--- src/rtl/debounce_pkg.sv ---
// -----------------------------------------------------------------------------
// debounce_pkg
// Shared definitions for the push-button debouncer.
//   - db_state_e      : FSM state encoding (REL, ARM_P, PRS, ARM_R)
//   - CLK_HZ          : board system clock frequency
//   - DEBOUNCE_MS     : default debounce window in milliseconds
//   - DEFAULT_STABLE  : debounce window expressed in clock cycles
//   - norm_sample()   : maps a raw synchronised pin value to 1 = pressed
// -----------------------------------------------------------------------------
package debounce_pkg;

    typedef enum logic [1:0] {
        REL   = 2'd0,   // settled released
        ARM_P = 2'd1,   // candidate press, counting stable cycles
        PRS   = 2'd2,   // settled pressed
        ARM_R = 2'd3    // candidate release, counting stable cycles
    } db_state_e;

    localparam int unsigned CLK_HZ         = 32'd50000000;
    localparam int unsigned DEBOUNCE_MS    = 32'd20;
    localparam int unsigned DEFAULT_STABLE = (CLK_HZ / 32'd1000) * DEBOUNCE_MS;

    // Active-low buttons read 0 when pressed; XOR folds both polarities into
    // a single "1 = pressed" view so the FSM never has to care.
    function automatic logic norm_sample(input logic raw, input logic active_low);
        return raw ^ active_low;
    endfunction

endpackage

--- src/rtl/sync_2ff.sv ---
// -----------------------------------------------------------------------------
// sync_2ff
// Two-flop synchroniser for a single asynchronous input bit.
// Ports:
//   clk  - destination clock
//   rst  - asynchronous active-high reset, both flops load RST_VAL
//   d_i  - asynchronous input
//   q_o  - synchronised output (two clk edges of latency)
// -----------------------------------------------------------------------------
module sync_2ff #(
    parameter logic RST_VAL = 1'b0
) (
    input  logic clk,
    input  logic rst,
    input  logic d_i,
    output logic q_o
);

    logic meta_q;
    logic sync_q;

    // Metastability-resolving flop chain; resets to the idle pin level so no
    // phantom edge is seen when reset releases.
    always_ff @(posedge clk or posedge rst) begin
        if (rst) begin
            meta_q <= RST_VAL;
            sync_q <= RST_VAL;
        end else begin
            meta_q <= d_i;
            sync_q <= meta_q;
        end
    end

    assign q_o = sync_q;

endmodule

--- src/rtl/key_debounce.sv ---
// -----------------------------------------------------------------------------
// key_debounce
// Cleans one raw, bouncing push-button pin into a stable level and one-cycle
// event strobes (press, release, long-hold).
// Ports:
//   clk         - system clock
//   rst         - asynchronous active-high reset
//   btn_in      - raw button pin, asynchronous to clk
//   btn_level   - debounced level, 1 = pressed
//   press_stb   - one-cycle pulse when a press is accepted
//   release_stb - one-cycle pulse when a release is accepted
//   long_stb    - one-cycle pulse once per press after LONG_CYCLES of hold
// All outputs are registered.
// -----------------------------------------------------------------------------
module key_debounce
    import debounce_pkg::*;
#(
    parameter int unsigned STABLE_CYCLES = DEFAULT_STABLE,
    parameter int unsigned LONG_CYCLES   = 32'd50000000,
    parameter bit          ACTIVE_LOW    = 1'b1,
    parameter int unsigned CNT_W         = 32'd27
) (
    input  logic clk,
    input  logic rst,
    input  logic btn_in,
    output logic btn_level,
    output logic press_stb,
    output logic release_stb,
    output logic long_stb
);

    localparam logic [63:0] LONG_M1 = 64'(LONG_CYCLES) - 64'd1;

    // Reject parameter sets the counters cannot represent.
    generate
        if (STABLE_CYCLES < 32'd2) begin : g_bad_stable
            $error("key_debounce: STABLE_CYCLES must be >= 2");
        end
        if (LONG_CYCLES <= STABLE_CYCLES) begin : g_bad_long
            $error("key_debounce: LONG_CYCLES must exceed STABLE_CYCLES");
        end
        if ((LONG_M1 >> CNT_W) != 64'd0) begin : g_bad_width
            $error("key_debounce: CNT_W too narrow to hold LONG_CYCLES-1");
        end
    endgenerate

    localparam logic [CNT_W-1:0] CNT_ZERO  = '0;
    localparam logic [CNT_W-1:0] CNT_ONE   = CNT_W'(32'd1);
    localparam logic [CNT_W-1:0] STAB_LAST = CNT_W'(STABLE_CYCLES - 32'd1);
    localparam logic [CNT_W-1:0] HOLD_LAST = CNT_W'(LONG_CYCLES - 32'd1);

    logic             sync_s;
    logic             pressed_s;
    logic             press_evt_s;
    logic             release_evt_s;
    logic [CNT_W-1:0] stab_d;
    logic [CNT_W-1:0] hold_d;

    db_state_e        state_q;
    logic [CNT_W-1:0] stab_q;
    logic [CNT_W-1:0] hold_q;
    logic             level_q;
    logic             press_q;
    logic             release_q;
    logic             long_q;
    logic             long_done_q;

    sync_2ff #(
        .RST_VAL (logic'(ACTIVE_LOW))
    ) u_sync (
        .clk (clk),
        .rst (rst),
        .d_i (btn_in),
        .q_o (sync_s)
    );

    assign pressed_s = norm_sample(sync_s, logic'(ACTIVE_LOW));

    // Acceptance happens on the cycle the last required stable sample is seen.
    assign press_evt_s   = (state_q == ARM_P) && pressed_s  && (stab_q == STAB_LAST);
    assign release_evt_s = (state_q == ARM_R) && !pressed_s && (stab_q == STAB_LAST);

    assign stab_d = stab_q + CNT_ONE;
    // Hold counter saturates so it cannot wrap and re-fire long_stb.
    assign hold_d = (hold_q == HOLD_LAST) ? hold_q : (hold_q + CNT_ONE);

    // Debounce FSM, stability/hold counters and registered output strobes.
    always_ff @(posedge clk or posedge rst) begin
        if (rst) begin
            state_q     <= REL;
            stab_q      <= CNT_ZERO;
            hold_q      <= CNT_ZERO;
            level_q     <= 1'b0;
            press_q     <= 1'b0;
            release_q   <= 1'b0;
            long_q      <= 1'b0;
            long_done_q <= 1'b0;
        end else begin
            press_q   <= 1'b0;
            release_q <= 1'b0;
            long_q    <= 1'b0;

            case (state_q)
                REL: begin
                    level_q <= 1'b0;
                    if (pressed_s) begin
                        state_q <= ARM_P;
                        stab_q  <= CNT_ONE;
                    end else begin
                        stab_q  <= CNT_ZERO;
                    end
                end
                ARM_P: begin
                    if (!pressed_s) begin
                        state_q <= REL;
                        stab_q  <= CNT_ZERO;
                    end else if (press_evt_s) begin
                        state_q <= PRS;
                        stab_q  <= CNT_ZERO;
                        level_q <= 1'b1;
                        press_q <= 1'b1;
                    end else begin
                        stab_q  <= stab_d;
                    end
                end
                PRS: begin
                    level_q <= 1'b1;
                    if (!pressed_s) begin
                        state_q <= ARM_R;
                        stab_q  <= CNT_ONE;
                    end else begin
                        stab_q  <= CNT_ZERO;
                    end
                end
                ARM_R: begin
                    if (pressed_s) begin
                        state_q <= PRS;
                        stab_q  <= CNT_ZERO;
                    end else if (release_evt_s) begin
                        state_q   <= REL;
                        stab_q    <= CNT_ZERO;
                        level_q   <= 1'b0;
                        release_q <= 1'b1;
                    end else begin
                        stab_q    <= stab_d;
                    end
                end
                default: begin
                    state_q <= REL;
                    stab_q  <= CNT_ZERO;
                    level_q <= 1'b0;
                end
            endcase

            // Hold timing runs only while the debounced level is high. The
            // release cycle clears it instead of counting, so long_stb can
            // never coincide with release_stb.
            if (press_evt_s || release_evt_s) begin
                hold_q      <= CNT_ZERO;
                long_done_q <= 1'b0;
            end else if (level_q) begin
                hold_q <= hold_d;
                if ((hold_q == HOLD_LAST) && !long_done_q) begin
                    long_q      <= 1'b1;
                    long_done_q <= 1'b1;
                end else begin
                    long_done_q <= long_done_q;
                end
            end else begin
                hold_q <= CNT_ZERO;
            end
        end
    end

    assign btn_level   = level_q;
    assign press_stb   = press_q;
    assign release_stb = release_q;
    assign long_stb    = long_q;

endmodule

--- config.mk ---
export PLATFORM = sky130hd
export DESIGN_NAME = key_debounce
export DESIGN_NICKNAME = d
export VERILOG_FILES = /design/src/rtl/debounce_pkg.sv /design/src/rtl/sync_2ff.sv /design/src/rtl/key_debounce.sv
export SDC_FILE = /design/constraint.sdc
export NUM_CORES = 1
export LEC_CHECK = 0
export ABC_AREA = 1
export ABC_CLOCK_PERIOD_IN_PS = 3950
export CELL_PAD_IN_SITES_DETAIL_PLACEMENT = 1
export CELL_PAD_IN_SITES_GLOBAL_PLACEMENT = 2
export CORE_MARGIN = 2
export CORE_UTILIZATION = 39
export DETAILED_ROUTE_END_ITERATION = 7
export PLACE_DENSITY = 0.95
export SLEW_MARGIN = 10
export SYNTH_ARGS = -nofsm -noshare
export SYNTH_HDL_FRONTEND = slang
export SYNTH_SLANG_ARGS = --single-unit
--- constraint.sdc ---
create_clock -name clk -period 3.95 [get_ports clk]
set_clock_uncertainty 0.05 [all_clocks]
set_input_delay 0.79 -clock clk [delete_from_list [all_inputs] [get_ports clk]]
set_output_delay 0.79 -clock clk [all_outputs]
set_load 0.02 [all_outputs]
==> results of run 1 <==
==> sequential cells by signal (all words and copies together) (netlist names), named ones only <==
name and flops:
long_done_q 1, press_stb 1, u_sync.meta_q 1, hold_q 27
release_stb 1, long_stb 1, stab_q 27, u_sync.q_o 1
btn_level 1, state_q 1
==> final timing paths <==
path	endpoint	slack [ps]	cells after the start
setup / recovery	btn_level	1340	1
min in group asynchronous	stab_q[12]	920	3
hold reg to reg	u_sync.q_o	310	0
max in group asynchronous	hold_q[19]	2360	3
setup reg to reg	stab_q[22]	1810	8
hold / removal	u_sync.q_o	310	0
==> placed cells by master, fill, tap and decap left out, types with 9 or more instances in the layout <==
master | Yosys | routed
clkbuf_8 | 0 | 9
nand2_1 | 140 | 140
nor3_1 | 23 | 23
inv_1 | 70 | 69
dfrtp_1 | 61 | 61
nand3_1 | 42 | 42
nand4_1 | 18 | 18
nor2_1 | 117 | 117
xor2_1 | 21 | 21
==> area by class of cell <==
cell class	instances	area, um2	share of cell area (%)
inverters	70	263	6.15
multi-input cells	410	1990	46.7
flip-flops and latches	63	1580	37.0
clock buffers	9	124	2.90
well taps	133	166	3.89
repair buffers	7	67.6	1.58
clock inverters	7	78.8	1.84
==> cells by family after synthesis <==
family / after synthesis / synth area share, %
multiplexers: 1 / 0.258
adder cells (fa/ha/maj): 7 / 2.26
AND/OR/NAND/NOR: 361 / 40.9
buffers and inverters: 74 / 7.96
XOR/XNOR: 25 / 5.64
AO/OA/AOI/OAI: 16 / 2.29
flip-flops: 63 / 40.7
==> stage by stage <==
| stage | worst slack (ps) | instances | power, mW |
|---|---|---|---|
| finish | 1340 | 699 | 1.62 |
| global route | 1260 | 699 | 1.71 |
| CTS | 1350 | 699 | 1.64 |
| detailed placement | 1730 | 683 | 1.05 |
| global placement | 1750 | 683 | 1.03 |
| floorplan | 1540 | 547 | 0.984 |
==> per-layer routing <==
layer	track usage, %	vias up
met1	28.2	1678
met3	2.71	15
li1	-	1744
met5	0	-
met4	9.17	0
met2	31.4	35
==> power groups by stage <==
stage	combinational [mW]	clock [mW]	sequential [mW]
final	0.287	0.596	0.739
after global routing	0.334	0.630	0.749
after CTS	0.296	0.609	0.739
after detailed placement	0.293	0	0.753
after global placement	0.279	0	0.749
after floorplan	0.253	0	0.731
==> flow_summary.json, run 1 <==
{
  "status": "complete, no violations",
  "syn_area_mm2": 0.00388,
  "grt_pass1_vias": 3584,
  "final_core_util_pct": 43.9,
  "root_buffer": "clkbuf_8",
  "hold_start": "u_sync.meta_q",
  "power_density_mw_per_mm2": 380,
  "cp_max_fo": 14,
  "setup_violations": 0,
  "die_height_um": 104,
  "crit_type": "reg2out",
  "cts-hold-fix-buffers": 0,
  "hpwl_um": 7680,
  "yosys.area.top_type": "dfrtp_1",
  "hp-class": "reg2reg",
  "diodes": 0,
  "wl_met1_um": 5170,
  "critical_path_buf_inv_count": 1,
  "grt_start_max_net_pins": 64,
  "finalCritPeriodShare_pct": 66.0,
  "synth-async-reset-ratio_pct": 100,
  "fp-row-count": 36,
  "p_int_mw": 1.07,
  "maxSlewHeadroom_pct": 45.1,
  "via_count": 3472,
  "layout-drive-gt1-share_pct": 6.36,
  "syn-num-nets": 557,
  "rsz0062_at_grt": "no",
  "fmax_mhz": 384,
  "cts_resized": 0,
  "clkTransAtPathRegs_ps": 80,
  "dieArea_mm2": 0.0108,
  "cts.sinks": 63,
  "critPathMaxStageDelay_ps": 710,
  "yosysMostFrequentCell": "nand2_1",
  "cts_buffers": 9,
  "placed_cell_area_mm2": 0.00407,
  "cp.required_ps": 3110,
  "antenna_found_initial": 0,
  "ys_dominant_reg_cell": "dfrtp_1",
  "crit_arrival_ps": 1770,
  "final_nets": 571,
  "cts_tree": "done",
  "fin_tns_setup_ps": 0,
  "synth.area.top_cells": "dfrtp_1, nand2_1, nor2_1",
  "met3WireLength_um": 228,
  "p_clk_share_pct": 36.8,
  "ys_warn_count": 0,
  "hold_ws_ps": 310,
  "start_util_pct": 39.9,
  "grtUsageTotal_pct": 20.2,
  "synth.distinct_cells": 31,
  "ys_seq_area_share_pct": 40.7,
  "gp_congestion": 0.856,
  "synth-seq-cells": 63,
  "syn2layout_area_growth_pct": 10.1,
  "crit_path_start_kind": "flop",
  "cp_slowest_cell": "clkdlybuf4s50_1",
  "max_slew.worst_pin.slew_ps": 824,
  "reg2reg_from": "stab_q[0]",
  "startpoint": "btn_level",
  "routed_wl_um": 10100,
  "grt_pass1_wl_um": 17600,
  "avgSynthCellArea_um2": 7.10,
  "p_leak_nw": 1.80,
  "synthCells": 547,
  "htreeDepth": 3,
  "swShare_pct": 34.1,
  "synth_common_cells": "nand2_1, nor2_1, inv_1",
  "finalHoldViolations": 0,
  "io_buffers": 6,
  "route.met2.wl_um": 4440,
  "drcViolationCount": 0,
  "io_pins": 7,
  "endpoint_kind": "output pin",
  "cp_cell_sequence": "clkdlybuf4s50_1",
  "power_frac_comb_pct": 17.7,
  "sequentialPowerShare_pct": 45.6,
  "firstDrtPassIters": 4,
  "post_cts_buffers": 0,
  "switchingPower_uw": 554,
  "synth.top_cell.area_share_pct": 39.3,
  "ir_drop_v": 0.000269,
  "routed.top_layer": "met4",
  "design_area_mm2": 0.00427,
  "grt-ovfl-total": 0,
  "routed_via_density": 4.97,
  "cp_top_family": "buffers and inverters",
  "drt_iter0_markers": 131,
  "coreArea_mm2": 0.00973,
  "wl_per_cell_um": 14.4,
  "die_w_um": 104,
  "clock_latency_ps": 370,
  "drv_slew": 0,
  "finalCriticalPeriod_ps": 2610,
  "nFillCells": 1302,
  "max-clock-path-buffers": 2,
  "synth_edf_count": 0,
  "ant_nets": 0,
  "max_cap_viol_count": 0
}
Power figures use the tool's default switching activity.
==> run 2: changes to the inputs <==
ABC_CLOCK_PERIOD_IN_PS = 2100   (was 3950)
CORE_UTILIZATION = 33   (was 39)
PLACE_DENSITY = 0.86   (was 0.95)
clock period = 2.1 ns   (was 3.95 ns; I/O delays follow)
==> run 2 against run 1 <==
  * Non-clock buffer count grew 4
  * First-iteration DRC count rose by 26%
  * Die area rose by 17%
  * Global-route usage shrank 1.2 points
  * Sequential share of layout area down 1.7 points
  * Cell count up 2.0%
  * Combinational power up 120%
==> flow_summary.json, run 2 (synthesized netlist as in run 1, its figures left out) <==
{
  "diodes": 0,
  "mostFrequentLayoutCell": "nand2_1",
  "io_pins": 7,
  "most-common-layout-cells": "nand2_1, nor2_1, inv_1",
  "p_leak_nw": 1.90,
  "fin_tns_setup_ps": 0,
  "layout-drive-gt1-share_pct": 7.19,
  "cts-hold-fix-buffers": 0,
  "htreeDepth": 3,
  "root_buffer": "clkbuf_16",
  "drcViolationCount": 0,
  "die_w_um": 112,
  "cp_slowest_cell": "dfrtp_1",
  "routed_wl_um": 11000,
  "largest_registers": "hold_q: 27 flops, stab_q: 27 flops",
  "drt_iter0_markers": 165,
  "status": "complete, no violations",
  "ant_nets": 0,
  "max_slew.worst_pin.slew_ps": 632,
  "io_buffers": 6,
  "finalHoldViolations": 0,
  "critPathMaxStageDelay_ps": 370,
  "hpwl_um": 8230,
  "cp_max_fo": 19,
  "cp.required_ps": 2260,
  "dieArea_mm2": 0.0126,
  "nFillCells": 1438,
  "wl_per_cell_um": 15.4,
  "grt_pass1_vias": 3793,
  "post_cts_buffers": 0,
  "fp-row-count": 39,
  "start_util_pct": 33.9,
  "gp_congestion": 0.852,
  "grt-ovfl-total": 0,
  "max_cap_viol_count": 0,
  "reg2reg_setup_slack_ps": 230,
  "cts_resized": 0,
  "grtUsageTotal_pct": 19.0,
  "cts_tree": "done",
  "max-clock-path-buffers": 2,
  "fmax_mhz": 533,
  "routed_via_density": 4.96,
  "coreArea_mm2": 0.0115,
  "drv_slew": 0,
  "cp_cell_sequence": "ha_1, nand3_4, nor3_4, nand2_1, nand3_2, buf_4, nor2_1",
  "clkTransAtPathRegs_ps": 50,
  "grt_start_max_net_pins": 64,
  "cts_buffers": 9,
  "power_density_mw_per_mm2": 842,
  "final_nets": 575,
  "setup_violations": 0,
  "rsz0062_at_grt": "no",
  "finalCriticalPeriod_ps": 1870,
  "maxSlewHeadroom_pct": 57.6,
  "hp-class": "reg2reg",
  "via_count": 3540,
  "cts.sinks": 63,
  "place_worst_setup_slack_ps": 124,
  "crit_arrival_ps": 2040,
  "finalCritPeriodShare_pct": 89.3,
  "syn2layout_area_growth_pct": 15.4,
  "firstDrtPassIters": 4,
  "endpoint_kind": "flop",
  "ir_drop_v": 0.000740,
  "crit_path_start_kind": "flop",
  "crit_type": "reg2reg",
  "die_height_um": 112,
  "grt_pass1_wl_um": 19200,
  "clock_latency_ps": 340,
  "worst_slack_ps": 225,
  "antenna_found_initial": 0
}
-- run 2: power by group --
part / switching (mW) / total (mW) / internal [mW]
Clock: 0.577 / 1.77 / 1.19
Sequential: 0.0752 / 1.36 / 1.28
Combinational: 0.443 / 0.643 / 0.201
-- run 2: final timing paths --
path,startpoint,endpoint,depth (start not counted)
setup reg to reg,stab_q[0],stab_q[12],7
hold reg to reg,u_sync.meta_q,u_sync.q_o,0
max in group asynchronous,rst,u_sync.q_o,3
setup / recovery,stab_q[0],stab_q[12],7
min in group asynchronous,rst,state_q[0],3
hold / removal,u_sync.meta_q,u_sync.q_o,0
-- run 2: layout make-up --
| cell class | count | area (um2) | share of cell area [%] |
|---|---|---|---|
| Timing Repair Buffer | 11 | 110 | 2.46 |
| Multi-Input combinational cell | 410 | 2000 | 44.7 |
| Tap cell | 143 | 179 | 3.99 |
| Inverter | 70 | 263 | 5.86 |
| Clock inverter | 5 | 105 | 2.35 |
| Sequential cell | 63 | 1580 | 35.2 |
| Clock buffer | 11 | 243 | 5.42 |
-- run 2: metrics by stage --
stage / power [mW] / hold WS [ps] / instance area [um2] / cells / utilization, %
after floorplan: 1.85 / 295 / 3880 / 547 / -
after global placement: 1.99 / 297 / 4130 / 697 / 36.0
after detailed placement: 2.02 / 299 / 4130 / 697 / 36.0
after CTS: 3.81 / 307 / 4470 / 713 / 39.0
after global routing: 3.95 / 313 / 4480 / 713 / 39.1
final: 3.77 / 306 / 4480 / 713 / 39.1
-- run 2: metal layers --
metal  vias up  wire length (um)  part of all wire (%)  track usage, %
met5         -                 0                     0               0
met4         0               174                   1.6            7.56
met3        13               322                   2.9            3.35
met2        42              4980                    45            30.1
met1      1728              5480                    50            26.0
li1       1757                 -                     -               -
-- run 2: critical path: cells and delay by family, from the launching register on --
family / cells / cell delay (ps)
and+or+nand+nor: 5 / 760
adders and majority gates: 1 / 310
DFF: 1 / 370
buffers and inverters: 1 / 250
==> run 3: changes to the inputs <==
CORE_UTILIZATION = 34   (was 33)
SYNTH_HIERARCHICAL = 1   (was default)
==> run 3 against run 2 <==
  * Maximum frequency is 3.0% lower
  * Design area down 4.0%
  * Core utilization increased by 0.44 points
  * Via count fell by 5.8%
  * Sequential power barely moved
  * Register-to-register slack worse by 60 ps
  * Count of clock-buffer cells in the layout is 1 higher
  * Clock power is 36% lower
  * Non-clock buffer count rose by 4
  * Setup slack lost 59 ps
  * Sequential share of layout area is 1.5 points higher
  * Worst hold slack better by 7.0 ps
  * Largest cell class unchanged
==> flow_summary.json, run 3 <==
{
  "status": "complete, no violations",
  "wl_met1_um": 4690,
  "grt_pass1_wl_um": 16900,
  "syn_area_mm2": 0.00380,
  "design_area_mm2": 0.00430,
  "most-common-layout-cells": "nand2_1, nor2_1, inv_1",
  "root_buffer": "clkbuf_8",
  "instances_no_fill": 667,
  "finalCritPeriodShare_pct": 92.1,
  "endpoint_kind": "flop",
  "gp_congestion": 0.826,
  "maxSlewHeadroom_pct": 66.3,
  "start_util_pct": 34.9,
  "placed_cell_area_mm2": 0.00405,
  "synth-async-reset-ratio_pct": 100,
  "finalHoldViolations": 0,
  "cts.sinks": 63,
  "drv_slew": 0,
  "p_leak_nw": 1.83,
  "io_pins": 7,
  "syn2layout_area_growth_pct": 13.1,
  "wl_per_cell_um": 14.7,
  "hp-class": "reg2reg",
  "antenna_found_initial": 0,
  "die_height_um": 110,
  "die_w_um": 110,
  "cts_buffers": 9,
  "crit_path_start_kind": "flop",
  "firstDrtPassIters": 4,
  "mostFrequentLayoutCell": "nand2_1",
  "io_buffers": 6,
  "setup_violations": 0,
  "max-clock-path-buffers": 2,
  "routed_via_density": 5.00,
  "cp.required_ps": 2330,
  "clkTransAtPathRegs_ps": 80,
  "grt_start_max_net_pins": 50,
  "crit_arrival_ps": 2160,
  "routed_wl_um": 9800,
  "synth-seq-cells": 63,
  "synth.area.top_cells": "dfrtp_1, nand2_1, nor2_1",
  "ant_nets": 0,
  "cts_tree": "done",
  "crit_type": "reg2reg",
  "grt_pass1_vias": 3491,
  "nFillCells": 1370,
  "finalCriticalPeriod_ps": 1930,
  "routed.top_layer": "met4",
  "synth.distinct_cells": 33,
  "htreeDepth": 3,
  "synth_edf_count": 0,
  "synth_common_cells": "nand2_1, nor2_1, inv_1",
  "hpwl_um": 7500,
  "final_nets": 532,
  "dieArea_mm2": 0.0120,
  "ys_warn_count": 6,
  "cts-hold-fix-buffers": 0,
  "placedCellCount": 646,
  "ir_drop_v": 0.000520,
  "synthCells": 499,
  "avgSynthCellArea_um2": 7.62,
  "clock_latency_ps": 360,
  "power_density_mw_per_mm2": 760,
  "via_count": 3334,
  "diodes": 0,
  "max_cap_viol_count": 0,
  "drt_iter0_markers": 122,
  "coreArea_mm2": 0.0109,
  "fin_tns_setup_ps": 0,
  "layout-drive-gt1-share_pct": 11.2,
  "cp_max_fo": 8,
  "max_slew.worst_pin.slew_ps": 502,
  "met3WireLength_um": 178,
  "syn-num-nets": 509,
  "ys_dominant_reg_cell": "dfrtp_1",
  "yosys.area.top_type": "dfrtp_1",
  "route.met2.wl_um": 4760,
  "fp-row-count": 38,
  "grtUsageTotal_pct": 18.1,
  "drcViolationCount": 0,
  "yosysMostFrequentCell": "nand2_1",
  "hold_ws_ps": 313,
  "largest_registers": "hold_q: 27 flops, stab_q: 27 flops",
  "synth.top_cell.area_share_pct": 40.1,
  "grt-ovfl-total": 0,
  "fmax_mhz": 517,
  "ys_seq_area_share_pct": 41.5
}
## run 3: cell types whose count changed in the layout (fill, tap and decap cells not counted), sizes merged, moves of 2 or more
cell    delta
a31oi      +5
buf        +4
nand3     -11
xor2       -4
bufinv     -2
a21oi     +12
nor2      -25
o21ai      +7
nand2     -44
o21bai     -3
nor3      +12
## run 3: area by class of cell
class                           instances  area (um2)  area share [%]
Clock buffer                           12         155            3.61
Sequential cell                        63        1580            36.7
Timing Repair Buffer                   15         140            3.26
Multi-Input combinational cell        363        1930            44.8
Clock inverter                          4        53.8            1.25
Tap cell                              140         175            4.07
Inverter                               70         272            6.31
## run 3: metrics by stage
stage	util [%]	power (mW)	setup WS, ps
floorplan	-	1.94	117
CTS	39.1	3.24	147
global placement	37.2	2.07	80.6
finish	39.5	3.27	166
detailed placement	37.2	2.08	-0.678
global route	39.5	3.48	-11.8
## run 3: logic make-up after synthesis
logic type               after synthesis  share of synthesized area [%]
AO/OA/AOI/OAI                         37                           5.07
flip-flops                            63                           41.5
adder cells (fa/ha/maj)                7                           2.30
buffers and inverters                 73                           7.93
AND/OR/NAND/NOR                      298                           38.3
XOR/XNOR                              21                           4.84
## run 3: timing repair
item,4_1_cts,5_1_grt
setup endpoints to repair,1,1
cloned,0,0
pin swaps,0,1
gates resized for setup,1,1
buffers inserted,0,5
## run 3: power breakdown
part           internal, mW  switching (mW)  leakage [nW]
Combinational         0.278           0.489         0.869
Clock                 0.616           0.521        0.0988
Sequential             1.28          0.0800         0.864
## run 3: routing by layer
metal / track usage (%) / vias to the layer above
li1: - / 1665
met1: 23.3 / 1628
met2: 30.4 / 29
met3: 3.26 / 12
met4: 5.97 / 0
met5: 0 / -
## run 3: worst paths after layout
kind | startpoint | endpoint | slack, ps | cells after the start
max | state_q[0] | hold_q[20] | 170 | 9
min | u_sync/meta_q | u_sync/q_o | 310 | 0
max reg2reg | state_q[0] | hold_q[20] | 170 | 9
min reg2reg | u_sync/meta_q | u_sync/q_o | 310 | 0
max in group asynchronous | rst | hold_q[17] | 1100 | 3
min in group asynchronous | rst | hold_q[6] | 320 | 2
## run 3: critical path: stages, from the launching register on
cell	delay (ps)
dfrtp_1	450
ha_1	230
nand2_1	90
inv_1	50
nor2_1	220
nor2_4	80
nor2_4	200
clkinvlp_4	210
buf_4	180
nor2_1	100
